## src/rtl/ps2_host_tx.sv

```systemverilog
// Host-to-device PS/2 transmitter: request-to-send, 11-bit frame clocked by the
// device, acknowledge check, open-drain line control through output enables.
module ps2_host_tx #(
  parameter int INHIBIT_CYCLES = 1400,
  parameter int TIMEOUT_CYCLES = 210000
) (
  input  logic       CLK,
  input  logic       RESET,
  input  logic       PS2_CLK,
  input  logic       PS2_DAT,
  output logic       PS2_CLK_OE,
  output logic       PS2_DAT_OE,
  input  logic [7:0] TX_DATA,
  input  logic       TX_START,
  output logic       TX_BUSY,
  output logic       TX_DONE,
  output logic       TX_ERR
);

  localparam int INH_W = $clog2(INHIBIT_CYCLES + 1);
  localparam int TO_W  = $clog2(TIMEOUT_CYCLES + 1);

  typedef enum logic [2:0] {
    S_IDLE, S_INHIBIT, S_START, S_SEND, S_ACK, S_WAIT_IDLE
  } state_t;

  state_t           state_q, state_d;
  logic             clk_meta_q, clk_sync_q, clk_prev_q;
  logic             dat_meta_q, dat_sync_q;
  logic             fe_q;
  logic [7:0]       shift_q, shift_d;
  logic             parity_q, parity_d;
  logic [3:0]       bitcnt_q, bitcnt_d;
  logic [INH_W-1:0] inh_cnt_q, inh_cnt_d;
  logic [TO_W-1:0]  to_cnt_q, to_cnt_d;
  logic             dat_oe_q, dat_oe_d;
  logic             done_q, done_d;
  logic             err_q, err_d;
  logic             timeout;

  assign timeout = (to_cnt_q == TO_W'(TIMEOUT_CYCLES - 1));

  always_ff @(posedge CLK or posedge RESET) begin
    if (RESET) begin
      state_q    <= S_IDLE;
      clk_meta_q <= 1'b1;
      clk_sync_q <= 1'b1;
      clk_prev_q <= 1'b1;
      dat_meta_q <= 1'b1;
      dat_sync_q <= 1'b1;
      fe_q       <= 1'b0;
      shift_q    <= '0;
      parity_q   <= 1'b0;
      bitcnt_q   <= '0;
      inh_cnt_q  <= '0;
      to_cnt_q   <= '0;
      dat_oe_q   <= 1'b0;
      done_q     <= 1'b0;
      err_q      <= 1'b0;
    end else begin
      state_q    <= state_d;
      clk_meta_q <= PS2_CLK;
      clk_sync_q <= clk_meta_q;
      clk_prev_q <= clk_sync_q;
      dat_meta_q <= PS2_DAT;
      dat_sync_q <= dat_meta_q;
      fe_q       <= clk_prev_q & ~clk_sync_q;
      shift_q    <= shift_d;
      parity_q   <= parity_d;
      bitcnt_q   <= bitcnt_d;
      inh_cnt_q  <= inh_cnt_d;
      to_cnt_q   <= to_cnt_d;
      dat_oe_q   <= dat_oe_d;
      done_q     <= done_d;
      err_q      <= err_d;
    end
  end

  always_comb begin
    state_d   = state_q;
    shift_d   = shift_q;
    parity_d  = parity_q;
    bitcnt_d  = bitcnt_q;
    inh_cnt_d = inh_cnt_q;
    to_cnt_d  = to_cnt_q;
    dat_oe_d  = dat_oe_q;
    done_d    = 1'b0;
    err_d     = 1'b0;
    case (state_q)
      S_IDLE: begin
        inh_cnt_d = '0;
        to_cnt_d  = '0;
        dat_oe_d  = 1'b0;
        if (TX_START) begin
          shift_d  = TX_DATA;
          parity_d = ~^TX_DATA;
          state_d  = S_INHIBIT;
        end
      end
      S_INHIBIT: begin
        if (inh_cnt_q == INH_W'(INHIBIT_CYCLES - 1)) begin
          dat_oe_d = 1'b1;
          state_d  = S_START;
        end else begin
          inh_cnt_d = inh_cnt_q + INH_W'(1);
        end
      end
      S_START: begin
        to_cnt_d = '0;
        bitcnt_d = '0;
        state_d  = S_SEND;
      end
      S_SEND: begin
        if (timeout) begin
          dat_oe_d = 1'b0;
          err_d    = 1'b1;
          state_d  = S_IDLE;
        end else begin
          to_cnt_d = to_cnt_q + TO_W'(1);
          if (fe_q) begin
            bitcnt_d = bitcnt_q + 4'd1;
            case (bitcnt_q)
              4'd8:    dat_oe_d = ~parity_q;
              4'd9: begin
                dat_oe_d = 1'b0;
                state_d  = S_ACK;
              end
              default: dat_oe_d = ~shift_q[bitcnt_q[2:0]];
            endcase
          end
        end
      end
      S_ACK: begin
        if (timeout) begin
          err_d   = 1'b1;
          state_d = S_IDLE;
        end else begin
          to_cnt_d = to_cnt_q + TO_W'(1);
          if (fe_q) begin
            if (dat_sync_q) begin
              err_d   = 1'b1;
              state_d = S_IDLE;
            end else begin
              state_d = S_WAIT_IDLE;
            end
          end
        end
      end
      S_WAIT_IDLE: begin
        // Shares the timeout budget started at clock release.
        if (timeout) begin
          err_d   = 1'b1;
          state_d = S_IDLE;
        end else begin
          to_cnt_d = to_cnt_q + TO_W'(1);
          if (clk_sync_q && dat_sync_q) begin
            done_d  = 1'b1;
            state_d = S_IDLE;
          end
        end
      end
      default: state_d = S_IDLE;
    endcase
  end

  always_comb begin
    PS2_CLK_OE = (state_q == S_INHIBIT) || (state_q == S_START);
    PS2_DAT_OE = dat_oe_q && ((state_q == S_START) || (state_q == S_SEND));
    TX_BUSY    = (state_q != S_IDLE);
    TX_DONE    = done_q;
    TX_ERR     = err_q;
  end

endmodule
```

## config.mk

```make
export PLATFORM = sky130hd
export DESIGN_NAME = ps2_host_tx
export DESIGN_NICKNAME = d
export VERILOG_FILES = /design/src/rtl/ps2_host_tx.sv
export SDC_FILE = /design/constraint.sdc
export NUM_CORES = 1
export LEC_CHECK = 0
export ABC_AREA = 0
export ABC_CLOCK_PERIOD_IN_PS = 4200
export BUFFER_PORTS_ARGS = -buffer_cell sky130_fd_sc_hd__buf_2
export CORE_UTILIZATION = 50
export CTS_CLUSTER_DIAMETER = 200
export DETAILED_ROUTE_END_ITERATION = 8
export PLACE_DENSITY = 0.68
export SLEW_MARGIN = 20
export SYNTH_ARGS = -nofsm -noshare
export SYNTH_HDL_FRONTEND = slang
export SYNTH_SLANG_ARGS = --single-unit
```

## constraint.sdc

```tcl
create_clock -name CLK -period 4.2 [get_ports CLK]
set_input_delay 0.84 -clock CLK [delete_from_list [all_inputs] [get_ports CLK]]
set_output_delay 0.84 -clock CLK [all_outputs]
set_load 0.005 [all_outputs]
```

==> reports/results.tsv <==
stage	metric	value	unit
run_status	outcome	finished clean	
global_route	grt_pass1_wl	9000	um
floorplanning	ioPinCount	18	
final_layout	n_antenna_cell	0	
placed_design	numPortBuffers	17	
sta	relSlewSlack	28.3	%
logic_synthesis	synth.distinct_cells	48	
clocking	cts_buffer_depth	2	
sta	finalSetupViolations	0	
hold_path	hp-class	flip-flop to flip-flop	
sta	fin_crit	2.48	ns
critical_path	timing_worst_setup_path_type	flip-flop to output pin	
global_route	grt_use_total	19.2	%
clocking	htreeDepth	2	
clocking	postCtsSetupRepairBufs	0	
critical_path	r2r_start	state_q[0]$_DFFE_PP0P_	
critical_path	worstSetupEndpointType	output pin	
sta	fmax	402	MHz
sta	layout_setup_ws	1.72	ns
critical_path	crit_fanout	21	
sta	tightest_slew	1.07	ns
floorplanning	core	5240	um^2
logic_synthesis	syn_area	2800	um^2
critical_path	reg2reg_depth	5	
final_layout	final_nets	315	
logic_synthesis	syn_inst	280	
logic_synthesis	yosys_warnings	0	
clocking	cts-root-buf	clkbuf_8	
logic_synthesis	synth_top_area_share	43.8	%
critical_path	r2r_setup_slack	2.07	ns
route	drtIter0Drc	94	
sta	hold_viol	0	
clocking	cts_hold_buf	0	
floorplanning	initial_core_util	53.5	%
critical_path	start_kind	flip-flop	
logic_synthesis	ys_async_sr_fraction	100	%
job	cap_violations	0	
power_and_ir_drop	p_leak	1.41	nW
route	dr.pass1.iters	4	
logic_synthesis	synth-main-ff-cell	dfrtp_1	
logic_synthesis	synth_edf_count	0	
critical_path	worstPathArrival	1.64	ns
hold_path	hold_depth	0	
floorplanning	die_h	76.8	um
global_route	grt_max_degree	35	
global_route	grt_pass1_vias	1916	
route	drc	0	
logic_synthesis	avgSynthCellArea	10.0	um^2
sta	fin_worst_skew	0.0130	ns
placed_design	dp_hpwl	3670	um
logic_synthesis	synth_most_common_cell	dfrtp_1	
sta	drv_slew	0	
logic_synthesis	synth_top_cells_by_area	dfrtp_1 44%, xor2_1 5.6%, dfstp_2 4.7%, nor2_1 4.6%, xnor2_1 3.8%	
sta	setup_tns	0	ns
final_layout	fin_cells	368	
final_layout	seqCellArea	1360	um^2
final_layout	fill_cells	461	
logic_synthesis	syn_nets	298	
clocking	cts-buffers-inserted	5	
logic_synthesis	synth_commonest_cells	49 x dfrtp_1, 34 x nor2_1, 27 x nand2_1	
final_layout	multi_input_area	1370	um^2
final_layout	drive_above_1_share	15.8	%
hold_path	hold_end	dat_sync_q$_DFF_PP1_	
placed_design	pre_cts_slack	2.06	ns
placed_design	gp_congestion	0.840	
global_route	antenna_found_initial	0	
clocking	clock_latency	0.31	ns
sta	finalCritPeriodShare	59.2	%
route	drtAntennaViolNets	0	
final_layout	synthToLayoutAreaGrowth	8.27	%
critical_path	timing.rr.end	to_cnt_q[15]$_DFFE_PP0P_	
power_and_ir_drop	p_per_area	333	nW/um^2
placed_design	placedCellCount	360	
route	vias	2054	
power_and_ir_drop	total_power	1.01	mW
power_and_ir_drop	ir_drop	218	uV
route	routed_via_density	5.58	
floorplanning	die_w	76.8	um
route	wire_per_inst	14.1	um
sta	hold_slack	0.360	ns
floorplanning	rows	26	
clocking	clk_pin_slew	0.10	ns
global_route	overflow	0	
clocking	cts_tree	yes	
logic_synthesis	ys_seq_area_share	48.5	%
clocking	cts_sinks	54	
floorplanning	die-area	5900	um^2
hold_path	hold_start	dat_meta_q$_DFF_PP1_	
logic_synthesis	synth_top_area_cell	dfrtp_1	
route	wirelength	5180	um
clocking	cts_resized	0	
critical_path	required	3.36	ns
logic_synthesis	ys_ff_latch	54	
sta	rsz0062_at_grt	false	
cells by family (layout without fill, tap and decap cells):
group	after synthesis	after routing	share of synthesized area, %
xor+xnor	30	30	9.38
mux	12	12	5.54
simple gates	133	133	24.6
fa+ha+maj	5	5	2.23
compound gates	29	29	7.11
buf+inv	17	35	2.64
flops	54	54	48.5
how the worst max path moves through the flow:
| stage | start | to | slack, ns | cells past startpoint |
|---|---|---|---|---|
| final | state_q[0]$_DFFE_PP0P_ | TX_BUSY | 1.72 | 4 |
| after global routing | state_q[0]$_DFFE_PP0P_ | TX_BUSY | 1.59 | 4 |
| after CTS | state_q[0]$_DFFE_PP0P_ | TX_BUSY | 1.71 | 4 |
| after detailed placement | state_q[0]$_DFFE_PP0P_ | TX_BUSY | 2.06 | 4 |
| after global placement | state_q[0]$_DFFE_PP0P_ | TX_BUSY | 2.11 | 4 |
| after floorplan | RESET | TX_DONE$_DFF_PP0_ | 2.05 | 1 |
power breakdown:
group / total [mW] / internal, mW / switching (mW)
sequential: 0.611 / 0.566 / 0.0452
clock: 0.282 / 0.118 / 0.164
combinational: 0.116 / 0.0579 / 0.0579
total: 1.01 / 0.741 / 0.267
cells in the final DEF (no fill, tap or decap), types with 2 or more instances in the layout:
master and instances:
nand3b_1 3, o21ai_0 9, inv_1 7, nor2_1 34, and3_1 7, nand2b_1 2
xor2_1 18, o221ai_1 3, clkinvlp_4 2, mux2_2 8, nand3_1 20, ha_1 5
a221oi_1 2, nor2b_1 4, and2_1 4, clkbuf_8 5, dfstp_2 5, nand2_1 27
buf_2 17, and4_1 3, nor3_1 7, nand4_1 8, a211oi_2 2, a21oi_1 6
xnor2_1 12, dfrtp_1 49, buf_4 2, nor4b_1 3, mux4_2 2, mux2i_1 2
critical path, stage by stage, from the launching register on:
cell	delay (ns)
dfrtp_1	0.73
nor3_1	0.13
buf_4	0.20
inv_1	0.14
buf_2	0.14
state kept, by name, summed over array words and instances, names as in the netlist:
name	count
inh_cnt_q	11
clk_sync_q	1
dat_meta_q	1
bitcnt_q	4
clk_meta_q	1
shift_q	8
clk_prev_q	1
dat_sync_q	1
state_q	3
parity_q	1
dat_oe_q	1
TX_DONE	1
TX_ERR	1
to_cnt_q	18
fe_q	1
through the flow:
stage | utilization, % | cell area, um^2
CTS | 57.9 | 3030
global placement | 56.2 | 2940
global route | 57.9 | 3030
finish | 57.9 | 3030
detailed placement | 56.2 | 2940
floorplan | - | 2800
metal layers:
layer | wire, um | track usage (%) | vias to the layer above
met5 | 0 | 0 | -
met4 | 75 | 7.69 | 0
met3 | 104 | 3.57 | 9
met2 | 2540 | 31.6 | 32
met1 | 2460 | 25.0 | 1002
li1 | - | - | 1011
cell type report:
type,count,area share (%)
Sequential cell,54,44.8
Inverter,8,0.991
Timing Repair Buffer,19,3.30
Clock inverter,2,0.495
Multi-Input combinational cell,209,45.2
Clock buffer,6,2.39
Tap cell,70,2.89
No activity file was read; power rests on OpenSTA's default activity.
